--- src/rtl/uart_tx_fifo.sv ---
// uart_tx_fifo
//   Buffered UART transmitter. Bytes arrive over a valid/ready handshake into a
//   small FIFO and are sent on tx_o as 8N1 frames (or 8E1/8O1 with parity),
//   LSB first. Sits between the core's MMIO/debug writer and the pad.
//
//   state  | meaning
//   -------+--------------------------------------------------------------
//   IDLE   | line high; pops the FIFO head as soon as one is available
//   START  | start bit (low) for DIV clocks
//   DATA   | eight data bits, LSB first, DIV clocks each
//   PARITY | parity bit for DIV clocks (only when PARITY != 0)
//   STOP   | stop bit (high) for DIV clocks, then back to IDLE
//
// Ports
//   clk          system clock, rising edge
//   rst_n        asynchronous active-low reset
//   tx_data_i    byte to send
//   tx_valid_i   tx_data_i valid
//   tx_ready_o   FIFO can accept a byte (combinational !full)
//   tx_o         serial line, idle high, registered
//   tx_busy_o    FIFO non-empty or frame in flight
//   fifo_count_o number of bytes currently buffered (0..FIFO_DEPTH)

module uart_tx_fifo #(
    parameter int CLK_FREQ   = 100_000_000,
    parameter int BAUD_RATE  = 115_200,
    parameter int FIFO_DEPTH = 16,
    parameter int PARITY     = 0
) (
    input  logic                          clk,
    input  logic                          rst_n,
    input  logic [7:0]                    tx_data_i,
    input  logic                          tx_valid_i,
    output logic                          tx_ready_o,
    output logic                          tx_o,
    output logic                          tx_busy_o,
    output logic [$clog2(FIFO_DEPTH):0]   fifo_count_o
);

    localparam int DIV = CLK_FREQ / BAUD_RATE;
    localparam int AW  = $clog2(FIFO_DEPTH);
    localparam int BW  = (DIV > 1) ? $clog2(DIV) : 1;

    localparam logic [BW-1:0] BAUD_LAST  = BW'(DIV - 1);
    localparam logic [AW:0]   FULL_COUNT = (AW + 1)'(FIFO_DEPTH);

    typedef enum logic [2:0] {
        S_IDLE,
        S_START,
        S_DATA,
        S_PARITY,
        S_STOP
    } state_t;

    logic [7:0]    mem [FIFO_DEPTH];
    logic [AW-1:0] wr_ptr_q;
    logic [AW-1:0] rd_ptr_q;
    logic [AW:0]   count_q;

    state_t        state_q;
    state_t        state_d;
    logic [BW-1:0] baud_q;
    logic [2:0]    bit_q;
    logic [7:0]    shift_q;
    logic          par_q;
    logic          tx_q;
    logic          tx_d;

    logic          full;
    logic          push;
    logic          pop;
    logic          baud_end;
    logic [7:0]    head;

    assign full     = (count_q == FULL_COUNT);
    assign push     = tx_valid_i && !full;
    assign pop      = (state_q == S_IDLE) && (count_q != '0);
    assign baud_end = (baud_q == BAUD_LAST);
    assign head     = mem[rd_ptr_q];

    assign tx_ready_o   = !full;
    assign tx_o         = tx_q;
    assign tx_busy_o    = (state_q != S_IDLE) || (count_q != '0);
    assign fifo_count_o = count_q;

    // FIFO storage needs no reset: pointers and count define what is valid.
    always_ff @(posedge clk) begin
        if (push) begin
            mem[wr_ptr_q] <= tx_data_i;
        end
    end

    always_ff @(posedge clk or negedge rst_n) begin
        if (!rst_n) begin
            wr_ptr_q <= '0;
            rd_ptr_q <= '0;
            count_q  <= '0;
        end else begin
            if (push) begin
                wr_ptr_q <= wr_ptr_q + AW'(1);
            end
            if (pop) begin
                rd_ptr_q <= rd_ptr_q + AW'(1);
            end
            case ({push, pop})
                2'b10:   count_q <= count_q + (AW + 1)'(1);
                2'b01:   count_q <= count_q - (AW + 1)'(1);
                default: count_q <= count_q;
            endcase
        end
    end

    // Next state and next line level. tx_d is the level the line takes in the
    // next state, so tx_o comes straight from a flop and changes on the same
    // edge as the state.
    always_comb begin
        state_d = state_q;
        tx_d    = tx_q;
        case (state_q)
            S_IDLE: begin
                tx_d = 1'b1;
                if (pop) begin
                    state_d = S_START;
                    tx_d    = 1'b0;
                end
            end
            S_START: begin
                if (baud_end) begin
                    state_d = S_DATA;
                    tx_d    = shift_q[0];
                end
            end
            S_DATA: begin
                if (baud_end) begin
                    if (bit_q == 3'd7) begin
                        if (PARITY != 0) begin
                            state_d = S_PARITY;
                            tx_d    = par_q;
                        end else begin
                            state_d = S_STOP;
                            tx_d    = 1'b1;
                        end
                    end else begin
                        // shift_q moves right on this edge, so bit 1 is next
                        tx_d = shift_q[1];
                    end
                end
            end
            S_PARITY: begin
                if (baud_end) begin
                    state_d = S_STOP;
                    tx_d    = 1'b1;
                end
            end
            S_STOP: begin
                if (baud_end) begin
                    state_d = S_IDLE;
                    tx_d    = 1'b1;
                end
            end
            default: begin
                state_d = S_IDLE;
                tx_d    = 1'b1;
            end
        endcase
    end

    always_ff @(posedge clk or negedge rst_n) begin
        if (!rst_n) begin
            state_q <= S_IDLE;
            tx_q    <= 1'b1;
        end else begin
            state_q <= state_d;
            tx_q    <= tx_d;
        end
    end

    always_ff @(posedge clk or negedge rst_n) begin
        if (!rst_n) begin
            baud_q  <= '0;
            bit_q   <= '0;
            shift_q <= '0;
            par_q   <= 1'b0;
        end else begin
            if (state_q == S_IDLE || baud_end) begin
                baud_q <= '0;
            end else begin
                baud_q <= baud_q + BW'(1);
            end

            if (state_q == S_START && baud_end) begin
                bit_q <= 3'd0;
            end else if (state_q == S_DATA && baud_end) begin
                bit_q <= bit_q + 3'd1;
            end

            if (pop) begin
                shift_q <= head;
                par_q   <= (PARITY == 2) ? ^head : ~^head;
            end else if (state_q == S_DATA && baud_end) begin
                shift_q <= {1'b0, shift_q[7:1]};
            end
        end
    end

endmodule

--- config.mk ---
export PLATFORM = sky130hd
export DESIGN_NAME = uart_tx_fifo
export DESIGN_NICKNAME = d
export VERILOG_FILES = /design/src/rtl/uart_tx_fifo.sv
export SDC_FILE = /design/constraint.sdc
export NUM_CORES = 1
export LEC_CHECK = 0
export CELL_PAD_IN_SITES_DETAIL_PLACEMENT = 0
export CELL_PAD_IN_SITES_GLOBAL_PLACEMENT = 1
export CORE_UTILIZATION = 50
export DETAILED_ROUTE_END_ITERATION = 8
export PLACE_DENSITY_LB_ADDON = 0.1
export SYNTH_ARGS = -nofsm -noshare
export SYNTH_HDL_FRONTEND = slang
export SYNTH_SLANG_ARGS = --single-unit
--- constraint.sdc ---
create_clock -name clk -period 3.8 [get_ports clk]
set_clock_uncertainty 0.15 [all_clocks]
set_input_delay 0.76 -clock clk [delete_from_list [all_inputs] [get_ports clk]]
set_output_delay 0.76 -clock clk [all_outputs]
set_load 0.01 [all_outputs]
==> results of run 1 <==
## final cells by class
cell class / count / area share
clock buffer: 18 / 0.0534
sequential: 166 / 0.597
clock inverter: 13 / 0.0226
timing repair buffer: 39 / 0.0430
tap: 176 / 0.0274
inverter: 8 / 0.00374
multi-input combinational: 222 / 0.253
## critical path, cell delays in order (launching register included)
cell,delay (ns)
dfrtp_1,0.48
or4_4,0.62
o21ai_2,0.22
inv_2,0.14
ha_1,0.33
xor2_1,0.19
ha_1,0.25
or3b_2,0.45
a21oi_1,0.17
o21ai_0,0.11
xnor2_1,0.13
## cells in the final DEF (no fill, tap or decap), types with 6 or more instances in the layout
cell	instances
nor2_1	26
buf_4	20
mux4_2	31
ha_1	11
edfxtp_1	128
dfrtp_1	36
xor2_1	9
mux2i_1	14
nand2_1	23
a221o_1	6
clkdlybuf4s50_1	17
o21ai_0	8
nand4_1	6
xnor2_1	10
nor3_1	9
a21oi_1	9
o22ai_1	7
inv_1	7
clkbuf_16	17
nand3_1	6
## where the power goes
group	switching (mW)	internal [mW]	leakage, nW
combinational	0.600	0.701	0.893
clock	0.680	1.09	0.293
sequential	0.349	2.25	1.63
## per-layer routing
layer  share of wire  vias to the layer above
li1                -                     1700
met1            0.47                     1906
met2            0.48                       79
met3           0.043                        9
met4          0.0090                        0
met5               0                        -
## worst min-delay path by stage
stage / startpoint / endpoint / slack, ns / depth (start not counted)
global route: baud_q[0] / baud_q[0] / 0.38 / 1
global placement: baud_q[0] / baud_q[0] / 0.32 / 1
floorplan: baud_q[0] / baud_q[0] / 0.30 / 1
detailed placement: baud_q[0] / baud_q[0] / 0.33 / 1
CTS: baud_q[0] / baud_q[0] / 0.34 / 1
finish: rst_n / bit_q[0] / 0.32 / 1
## state kept, by name (all words and copies together) (netlist names)
name	count
baud_q	10
shift_q	8
state_q	3
tx_o	1
rd_ptr_q	4
fifo_count_o	5
bit_q	3
wr_ptr_q	4
mem	128
## cells by family (layout without fill, tap and decap cells)
logic type      after synthesis  after routing
fa+ha+maj                    11             11
flops                       166            166
xor+xnor                     19             19
simple gates                 95             95
buf+inv                      30             78
mux                          49             49
compound gates               48             48
## through the flow
step	hold slack [ns]	area, um2	power (mW)
after floorplan	0.305	6980	3.55
after global placement	0.320	7430	3.94
after detailed placement	0.335	7430	3.96
after CTS	0.343	8040	5.73
after global routing	0.383	8040	5.96
final	0.317	8040	5.68
==> impl_results.md, run 1 <==
* Status: completed
* DRC viols at 0
* Grt met1 use at 0.294
* Post CTS Setup Buffer Count at 0
* Antenna viol nets, final at 0
* Worst-skew pair later-pin latency at 0.42 ns
* Global-route met3 utilization at 0.0447
* Post-layout min period at roughly 3.4 ns
* Final setup viols at 0
* CTS sink count at 166
* Leak at roughly 2.8 nW
* Synth cell count leaders: edfxtp_1, dfrtp_1, mux4_2
* Die height at between 100 and 150 um
* Worst Path Arrival at 3.51 ns
* CTS tree: yes
* WL per Instance at slightly above 20 um
* Multi-input gate area at 0.00203 mm2
* Filler cells at 1,091
* Cells after Synth at 418
* Layout Area Growth over Synthesis at 15.1%
* Setup TNS Final at 0 ns
* RR Startpoint: fifo_count_o[1]
* Crit Path Max Fanout at 9
* Pre-CTS WS at between 0.3 and 0.4 ns
* Met2 usage at 0.304
* Relative slew slack at 0.311
* Clk slew on worst S/H paths at roughly 0.06 ns
* Netlist Area Pre-Place at 0.00698 mm2
* Mapped Nets at 440
* Vias per inst at 5.75
* RePlAce Congestion at around 0.73
* Fmax at 297 MHz
* DIE AREA at 0.0144 mm2
* Root Buffer: clkbuf_16
* Worst Setup SP: fifo_count_o[1]
* Antenna cell count at 0
* Post-synth EDFFs at 128
* Post-DP HPWL at approximately 8500 um
* RSZ-0062 raised after global routing: false
* Num CTS Buffers at 17
* Synthesized-area fraction occupied by and/or/nand/nor cells at 0.0708
* R2r endpoint: fifo_count_o[4]
* Core area at approximately 0.013 mm2
* Gr busiest metal: met2
* FF-to-FF path depth at 10
* Initial Util at 0.519
* # placed instances at 611
* Drt total wl at 13,100 um
* IO Pins at 19
* Fin worst setup slack at approximately 0.43 ns
* Share of the synthesized area in the top cell type at 0.551
* Largest area contributor in the netlist: edfxtp_1
* Crit end category: flop
* Detailed Route Iter0 Violations at around 270
* # hold bufs at CTS at 0
* Chip width at about 120 um
* Worst EP required at roughly 3.9 ns
* Most common cell in the netlist: edfxtp_1
* Vias in the first global route at between 3,000 and 4,000
* Max H-tree Level at 4
* Maxcap violations at 0
* Slew Viols, Final at 0
* Cell variety after synth at 55
* Flip-flop and latch area at approximately 0.0048 mm2
* Final hold violation count at 0
* Post-synthesis sequential area ratio at 0.687
* Tcrit/Tclk final at 0.887
* Via Count at about 3,700
* # rows at 42
* Largest net degree at the start of global routing at 39
* Non-filler cells in the finished layout at roughly 640
* Syn. warnings at 0
* Clock Tree Buf Depth at 2
* Pwr Density at 706 mW/mm2
* Startpoint types: flop
* Maximum VDD drop at roughly 0.00034 V
* First-pass GRT wire length at ~21,000 um
* Predominant post-synthesis flop cell: edfxtp_1
* Drt pass-1 iters at 4
* Synthesized flop and latch total at about 170
* Main combinational cell family by area after synthesis: multiplexers
* Xor/xnor share of the synthesized area at 0.0238
* Crit path capture: fifo_count_o[4]
* Layout cell share with drive strength beyond 1 at 0.215
* Total routing usage reported by global routing at 0.202
* Mux contribution to synthesized area at 0.127
* Area contributors post-synth: edfxtp_1, dfrtp_1, mux4_2
* Reg2Reg Setup Slack at approximately 0.43 ns
* Crit Path Class: flop to flop
* Avg Cell Area, Syn at roughly 17 um2
* Grt ovf at 0
* Tightest Hold Check Type: input pin to asynchronous set/reset pin
* Synth Area in Adders at 0.0197
* Port Buffers at 18
* Number of antenna violations at the first check in global routing at 0
* FFs w/ async S/R, synth at 0.229
* Total Nets Final at around 480
* Resized Gates After CTS at 0
* Worst-margin pin slew at around 1.0 ns
* Synth Area in Compound Gates at 0.0504
* Layout Utilization at 0.597
Note: power is estimated with default switching activity, not from simulation.
==> run 2, diff against run 1 <==
Settings changed: ABC_AREA from default to 1, CORE_UTILIZATION 50 to 30.
==> run 2 against run 1 <==
  * Critical path depth is 6 lower
  * Worst hold slack hardly changed
  * Synthesized cell count is 92% higher
  * Clock power is 6% higher
  * Area after synthesis is 11% higher
  * Sequential share of layout area is 5.9 points lower
  * Combinational power is 55% lower
  * Setup slack better by 0.49 ns
  * Register-to-register slack better by 0.64 ns
  * Cell count is 82% higher
  * Global-route usage is 4.1 points lower
==> impl_results.md, run 2 <==
* Status: completed
* Worst path bufs/invs at 1
* Maximum VDD drop at about 0.00028 V
* Synth cell count leaders: nand2_1, edfxtp_1, inv_1
* Tightest Hold Check Type: input pin to asynchronous set/reset pin
* Total Nets Final at 850
* CTS tree: yes
* Post-synth EDFFs at between 100 and 150
* Post-layout min period at slightly below 3 ns
* Post CTS Setup Buffer Count at 0
* Detailed Route Iter0 Violations at a little under 300
* Initial Util at 0.306
* Layout Area Growth over Synthesis at 15.3%
* Leak at roughly 3.9 nW
* Final setup viols at 0
* Mapped Nets at around 820
* Synth Area in Compound Gates at 0.0165
* Die height at around 160 um
* Commonest non-fill, non-tap cell in the layout: nand2_1
* # hold bufs at CTS at 0
* Flip-flop and latch area at approximately 0.0048 mm2
* Post-DP HPWL at 12,500 um
* Crit Path Max Fanout at 5
* Filler cells at roughly 2,600
* Largest stage delay, worst path at about 0.49 ns
* Num CTS Buffers at 17
* Mux contribution to synthesized area at 0
* Grt ovf at 0
* Post-synthesis sequential area ratio at 0.620
* Crit Path Class: flop to output port
* Antenna viol nets, final at 0
* CTS sink count at about 170
* Clock Tree Buf Depth at 2
* Multi-input gate area at approximately 0.0023 mm2
* Worst Path Arrival at 1.98 ns
* Largest net degree at the start of global routing at 64
* Fmax at 347 MHz
* FF-to-FF path depth at 14
* # placed instances at around 1,100
* Total routing usage reported by global routing at 0.160
* Predominant post-synthesis flop cell: edfxtp_1
* Core area at between 0.02 and 0.03 mm2
* Port Buffers at 18
* Cells after Synth at about 800
* Tcrit/Tclk final at 0.759
* Most common cell in the netlist: nand2_1
* Cell Chain, Critical Path: nor2_2 > nand4_1 > or2_1 > clkdlybuf4s50_1
* DRC viols at 0
* Drt total wl at approximately 20,000 um
* Largest Register: mem
* RSZ-0062 raised after global routing: false
* Pwr Density at ~530 mW/mm2
* Vias per inst at roughly 4.5
* Avg Cell Area, Syn at 9.64 um2
* Chip width at between 150 and 200 um
* Netlist Area Pre-Place at ~0.0077 mm2
* # rows at 58
* FFs w/ async S/R, synth at 0.229
* Final hold violation count at 0
* Resized Gates After CTS at 0
* Xor/xnor share of the synthesized area at 0.0147
* Worst-margin pin slew at 0.952 ns
* Clk slew on worst S/H paths at around 0.08 ns
* DIE AREA at around 0.026 mm2
* Share of the synthesized area in the top cell type at 0.497
* Crit path max-delay cell type: clkdlybuf4s50_1
* Antenna cell count at 0
* Worst-skew pair later-pin latency at roughly 0.44 ns
* Drt pass-1 iters at 5
* Area contributors post-synth: edfxtp_1, nand2_1, dfrtp_1
* Worst EP required at 2.89 ns
* Relative slew slack at 0.365
* Vias in the first global route at approximately 5,300
* R2r endpoint: fifo_count_o[4]
* Via Count at between 5,000 and 6,000
* Root Buffer: clkbuf_16
* Largest area contributor in the netlist: edfxtp_1
* RR Startpoint: fifo_count_o[1]
* Commonest cells after routing, fill and taps aside: nand2_1, edfxtp_1, inv_1
* Max H-tree Level at 4
* Slew Viols, Final at 0
* Maxcap violations at 0
* Setup TNS Final at 0 ns
* Cell variety after synth at 37
* Synthesized flop and latch total at ~170
* Number of antenna violations at the first check in global routing at 0
* Worst path top cell family by delay: simple AND/OR/NAND/NOR gates
* WL per Instance at about 17 um
* Syn. warnings at 0
* Top Registers: mem: 128 flops, baud_q: 10 flops, shift_q: 8 flops
* Crit end category: output port
* First-pass GRT wire length at a little over 30,000 um
* Startpoint types: flop
* Layout Utilization at 0.353
* Synth Area in Adders at 0.0178
* Main combinational cell family by area after synthesis: simple AND/OR/NAND/NOR gates
* Layout cell share with drive strength beyond 1 at 0.0927
* Max reg flops at between 100 and 150
* RePlAce Congestion at roughly 0.87
* IO Pins at 19
* Synthesized-area fraction occupied by and/or/nand/nor cells at 0.242
* Reg2Reg Setup Slack at around 1.1 ns
* Non-filler cells in the finished layout at about 1,200
## run 2: cell count changes after synthesis, moves of 6 or more
cell      change
inv_1       +116
buf_2         +9
mux2i_1      -14
mux4_2       -31
o22ai_1       -7
a221o_1       -6
nand3_1      +94
nand2_1     +233
nor2_1       +10
nor3_1        +7
xnor2_1       -7
clkbuf_1      -8
nand2_2       +7
## run 2: through the flow
step | hold WS, ns | cell area [um2] | worst slack [ns] | total power [mW]
6_report | 0.317 | 8920 | 0.914 | 4.69
3_3_place_gp | 0.304 | 8260 | 0.802 | 2.84
2_1_floorplan | 0.296 | 7730 | 1.42 | 2.58
3_5_place_dp | 0.311 | 8260 | 0.784 | 2.86
5_1_grt | 0.356 | 8920 | 0.640 | 4.91
4_1_cts | 0.325 | 8920 | 0.875 | 4.75
## run 2: layout make-up
class                   count  area share
inverters                 131      0.0554
flip-flops and latches    166       0.538
clock inverters            15      0.0257
clock buffers              17      0.0477
well taps                 330      0.0463
multi-input cells         477       0.253
repair buffers             35      0.0340
## run 2: worst max-delay path by stage
stage | startpoint | to | slack, ns | cells after the start
CTS | fifo_count_o[1] | tx_busy_o | 0.88 | 4
global placement | tx_valid_i | fifo_count_o[4] | 0.80 | 12
floorplan | fifo_count_o[1] | fifo_count_o[4] | 1.42 | 14
detailed placement | tx_valid_i | fifo_count_o[4] | 0.78 | 12
global route | fifo_count_o[1] | fifo_count_o[4] | 0.64 | 14
finish | fifo_count_o[1] | tx_busy_o | 0.91 | 4
## run 2: power breakdown
group | leakage [nW] | internal [mW] | switching (mW)
sequential | 1.63 | 2.14 | 0.0847
clock | 0.317 | 1.03 | 0.856
combinational | 2.00 | 0.198 | 0.385
total | 3.94 | 3.36 | 1.33
## run 2: cell families (layout without fill, tap and decap cells)
logic type | after synthesis | count (layout)
adder cells (fa/ha/maj) | 11 | 11
XOR/XNOR | 13 | 13
AND/OR/NAND/NOR | 432 | 432
flip-flops | 166 | 166
AO/OA/AOI/OAI | 21 | 21
buffers and inverters | 159 | 198
## run 2: per-layer routing
metal,track usage,wire [um]
met5,0,0
met4,0.0344,150
met3,0.0316,440
met2,0.277,9790
met1,0.207,9150
## run 2: worst reg2reg max path, stage by stage (launching register included)
cell and delay (ns):
dfrtp_1 0.45, nor2_2 0.17, nand4_1 0.15, nand2_1 0.35, clkinv_1 0.17, ha_1 0.27, xor2_1 0.21, ha_1 0.18
nor2_1 0.05, nor2_1 0.15, nand2_1 0.07, nand2_1 0.07, nand3_1 0.08, nand2_1 0.06, nand2_1 0.05
==> variant 1, RTL diff (settings of run 1) <==
Set the parameter `PARITY` to 1 (it was 0). Comments in the files are not updated.
--- a/src/rtl/uart_tx_fifo.sv
+++ b/src/rtl/uart_tx_fifo.sv
@@ -27,3 +27,3 @@
     parameter int FIFO_DEPTH = 16,
-    parameter int PARITY     = 0
+    parameter int PARITY     = 1
 ) (
Check against the original RTL: same outputs for any inputs over 10 cycles, from zero or initial values and one cycle with rst_n low; that may be too few to reach the edited logic, so the function may still have changed.
==> variant 1 against run 1 <==
  * Routed wire length increased by 0.89%
  * Sequential share of layout area increased by 0.45 points
  * Power decreased by 11%
  * Hold slack got worse by 0.0060 ns
  * Sequential cell count increased by 1
  * Setup slack improved by 0.13 ns
  * Clock power decreased by 11%
  * Critical path type unchanged
  * Synthesized area increased by 0.65%
  * Design area decreased by 0.23%
  * Largest cell class unchanged
==> variant 1: results (changes against run 1) <==
- Status: finished clean (unchanged)
- Synth Area in Adders: 0.01959 (was 0.01971)
- Area delta synth->final: 14.10% (was 15.11%)
- Register Area: 0.004822 mm2 (was 0.004797 mm2)
- Syn Inst Count: 434 (was 418)
- Global-route wire length before repair: 20.89 mm (was 21.02 mm)
- Finished Layout Cells: 657 (was 642)
- Slew HR: 0.4059 (was 0.3113)
- CLK BUF: 18 (unchanged)
- Sequential power: 2.42 mW (was 2.60 mW)
- Critical Path AT: 3.39 ns (was 3.51 ns)
- Slowest stage delay, CP: 0.49 ns (was 0.62 ns)
- DP Worst Slack: 0.4374 ns (was 0.3949 ns)
- Post-Route WL: 13.20 mm (was 13.09 mm)
- Part of the power in the clock network: 0.313 (about the same)
- Multiplexer share of the synthesized area: 0.1209 (was 0.1265)
- Slowest CP cell: nor4_1 (was or4_4)
- Power Dens Cells: 630.2 mW/mm2 (was 706.2 mW/mm2)
- Synthesized Nets: 456 (was 440)
- Hold WS: 0.3111 ns (was 0.3170 ns)
- Compound-Gate Fraction of Synth Area: 0.04665 (was 0.05036)
- Proportion of layout cells with a drive suffix above 1: 0.1726 (was 0.2146)
- Switching pwr: 1.462 mW (was 1.630 mW)
- Filler cells: 1077 (was 1091)
- Number of multi-input combinational cells: 237 (was 222)
- Vias in the first global route: 3704 (was 3658)
- Post-DP Area: 0.007470 mm2 (was 0.007426 mm2)
- FF+latch count, synth: 167 (was 166)
- Post-synth ARST share: 0.2335 (was 0.2289)
- Yosys cell types: 42 (was 55)
- Post-Synth XOR/XNOR Area: 0.03597 (was 0.02384)
- Largest net degree at the start of global routing: 40 (was 39)
- Reg2reg path depth: 14 (was 10)
- GP Congestion: 0.7534 (was 0.7289)
- GRT Total Usage: 0.2028 (was 0.2015)
- Via-to-Cell Ratio: 5.543 (was 5.754)
- FMAX: 308.7 MHz (was 296.6 MHz)
- R2r setup slk: 0.56 ns (was 0.43 ns)
- Synth top area cells: edfxtp_1, dfrtp_1, mux4_2 (unchanged)
- Final nets: 490 (was 476)
- Post-DP HPWL: 8.642 mm (was 8.451 mm)
- Main synth FF type: edfxtp_1 (unchanged)
- ClkCell Share: 0.06835 (was 0.07598)
- Peak supply drop: 0.5905 mV (was 0.3379 mV)
- CTS root buf: clkbuf_16 (unchanged)
- Fraction of area in multi-input gates: 0.2558 (was 0.2530)
- Inverters: 7 (was 8)
- Leak: 2.813 nW (was 2.816 nW)
- Non-clock buffer share of cell area: 0.04370 (was 0.04297)
- Seq/Total Area, Yosys: 0.6861 (was 0.6869)
- Initial DRC count: 276 (was 265)
- Slew Limit Fails: 0 (unchanged)
- Non-CTS buffers: 38 (was 39)
- Dpl cells: 625 (was 611)
- Synth top cells by count: edfxtp_1, dfrtp_1, nand2_1, nor2_1, mux4_2 (was edfxtp_1, dfrtp_1, mux4_2, nor2_1, nand2_1)
## variant 1: changes by cell type after synthesis, sizes merged, moves of 7 or more
cell / delta
a22oi: +16
o22ai: -7
xnor2: +8
o21ai: +10
nand2: +14
## variant 1: critical path, delay by kind of cell, from the launching register on
| kind | cells | cell delay, ns |
|---|---|---|
| flip-flops | 1 | 0.47 |
| adder cells (fa/ha/maj) | 2 | 0.50 |
| AND/OR/NAND/NOR | 6 | 1.28 |
| AO/OA/AOI/OAI | 3 | 0.32 |
| buffers and inverters | 1 | 0.12 |
| XOR/XNOR | 2 | 0.29 |
## variant 1: layer usage
| metal | global-route usage | vias to the layer above | wire length (um) |
|---|---|---|---|
| li1 | - | 1727 | - |
| met1 | 0.2819 | 1858 | 6207 |
| met2 | 0.3208 | 50 | 6569 |
| met3 | 0.04953 | 7 | 340 |
| met4 | 0.05787 | 0 | 85 |
| met5 | 0 | - | 0 |
==> variant 2, RTL diff (settings of run 1) <==
Without the edit above. Re-encode `state_t` (5 states) as one-hot, 5 bits wide.
--- a/src/rtl/uart_tx_fifo.sv
+++ b/src/rtl/uart_tx_fifo.sv
@@ -46,8 +46,8 @@
 
-    typedef enum logic [2:0] {
-        S_IDLE,
-        S_START,
-        S_DATA,
-        S_PARITY,
-        S_STOP
+    typedef enum logic [4:0] {
+        S_IDLE   = 5'b00001,
+        S_START  = 5'b00010,
+        S_DATA   = 5'b00100,
+        S_PARITY = 5'b01000,
+        S_STOP   = 5'b10000
     } state_t;
Check against the original RTL: no difference found for any inputs over 10 cycles, from zero or initial values and one cycle with rst_n low; not proved beyond that.
==> variant 2 against run 1 <==
  * Sequential cell count increased by 1
  * Routed wire length up 5.5%
  * Maximum frequency up 0.77%
  * Via count is 0.97% lower
  * Power up 6.3%
  * Design area grew 1.1%
  * Largest cell class unchanged
  * Setup slack better by 0.026 ns
  * Synthesized area is 1.2% higher
==> variant 2: results (changes against run 1) <==
- Post-DP HPWL: 8.939 mm (was 8.451 mm)
- Metal3 WL: 502 um (was 558 um)
- R2r setup slk: 0.82 ns (was 0.43 ns)
- Yosys cell types: 56 (was 55)
- Crit path capture: tx_busy_o (was fifo_count_o[4]$_DFFE_PN0P_)
- Status: finished clean (unchanged)
- Routing usage on met1: 0.3026 (was 0.2939)
- CP Launch Point: state_q[0]$_DFFE_PN1P_ (was fifo_count_o[1]$_DFFE_PN0P_)
- Largest net degree at the start of global routing: 40 (was 39)
- Proportion of layout cells with a drive suffix above 1: 0.2371 (was 0.2146)
- Post-Route WL: 13.81 mm (was 13.09 mm)
- Synth top cells by count: edfxtp_1, dfrtp_1, mux4_2, nor2_1, mux2i_1 (was edfxtp_1, dfrtp_1, mux4_2, nor2_1, nand2_1)
- Met2 usage: 0.3214 (was 0.3039)
- Final nets: 474 (was 476)
- Post-DP Area: 0.007541 mm2 (was 0.007426 mm2)
- DP Worst Slack: 0.5530 ns (was 0.3949 ns)
- Max FO, Critical Path: 6 (was 9)
- Total number of vias: 3658 (was 3694)
- Synth top area cells: edfxtp_1, dfrtp_1, mux4_2 (unchanged)
- Met2 routed WL: 6.702 mm (was 6.318 mm)
- M3 GR Usage: 0.05075 (was 0.04468)
- Slowest stage delay, CP: 0.57 ns (was 0.62 ns)
- FMAX: 298.9 MHz (was 296.6 MHz)
- Via-to-Cell Ratio: 5.680 (was 5.754)
- Leak: 2.865 nW (was 2.816 nW)
variant 2: cells by family (layout without fill, tap and decap cells):
logic type,after synthesis,after routing,share of synthesized area
buf+inv,30,82,0.01877
xor+xnor,21,21,0.02603
fa+ha+maj,12,12,0.02125
compound gates,38,38,0.04835
mux,55,55,0.1337
simple gates,89,89,0.06942
flops,167,167,0.6825
variant 2: power by group:
part           switching [mW]  total, mW  internal, mW
clock network           0.765       1.70         0.934
registers               0.373       2.65          2.28
logic                   0.809       1.68         0.873
variant 2: layout make-up:
type                    count  area (um2)
clock buffers              17       425.4
clock inverters            15       156.4
fillers                  1061        5704
inverters                   9       33.78
multi-input cells         215        2111
flip-flops and latches    167        4823
well taps                 180       225.2
repair buffers             41       347.8
variant 2: critical path, delay by kind of cell, from the launching register on:
family | cells | cell delay (ns)
and+or+nand+nor | 2 | 0.83
buffers and inverters | 2 | 0.61
DFF | 1 | 0.57
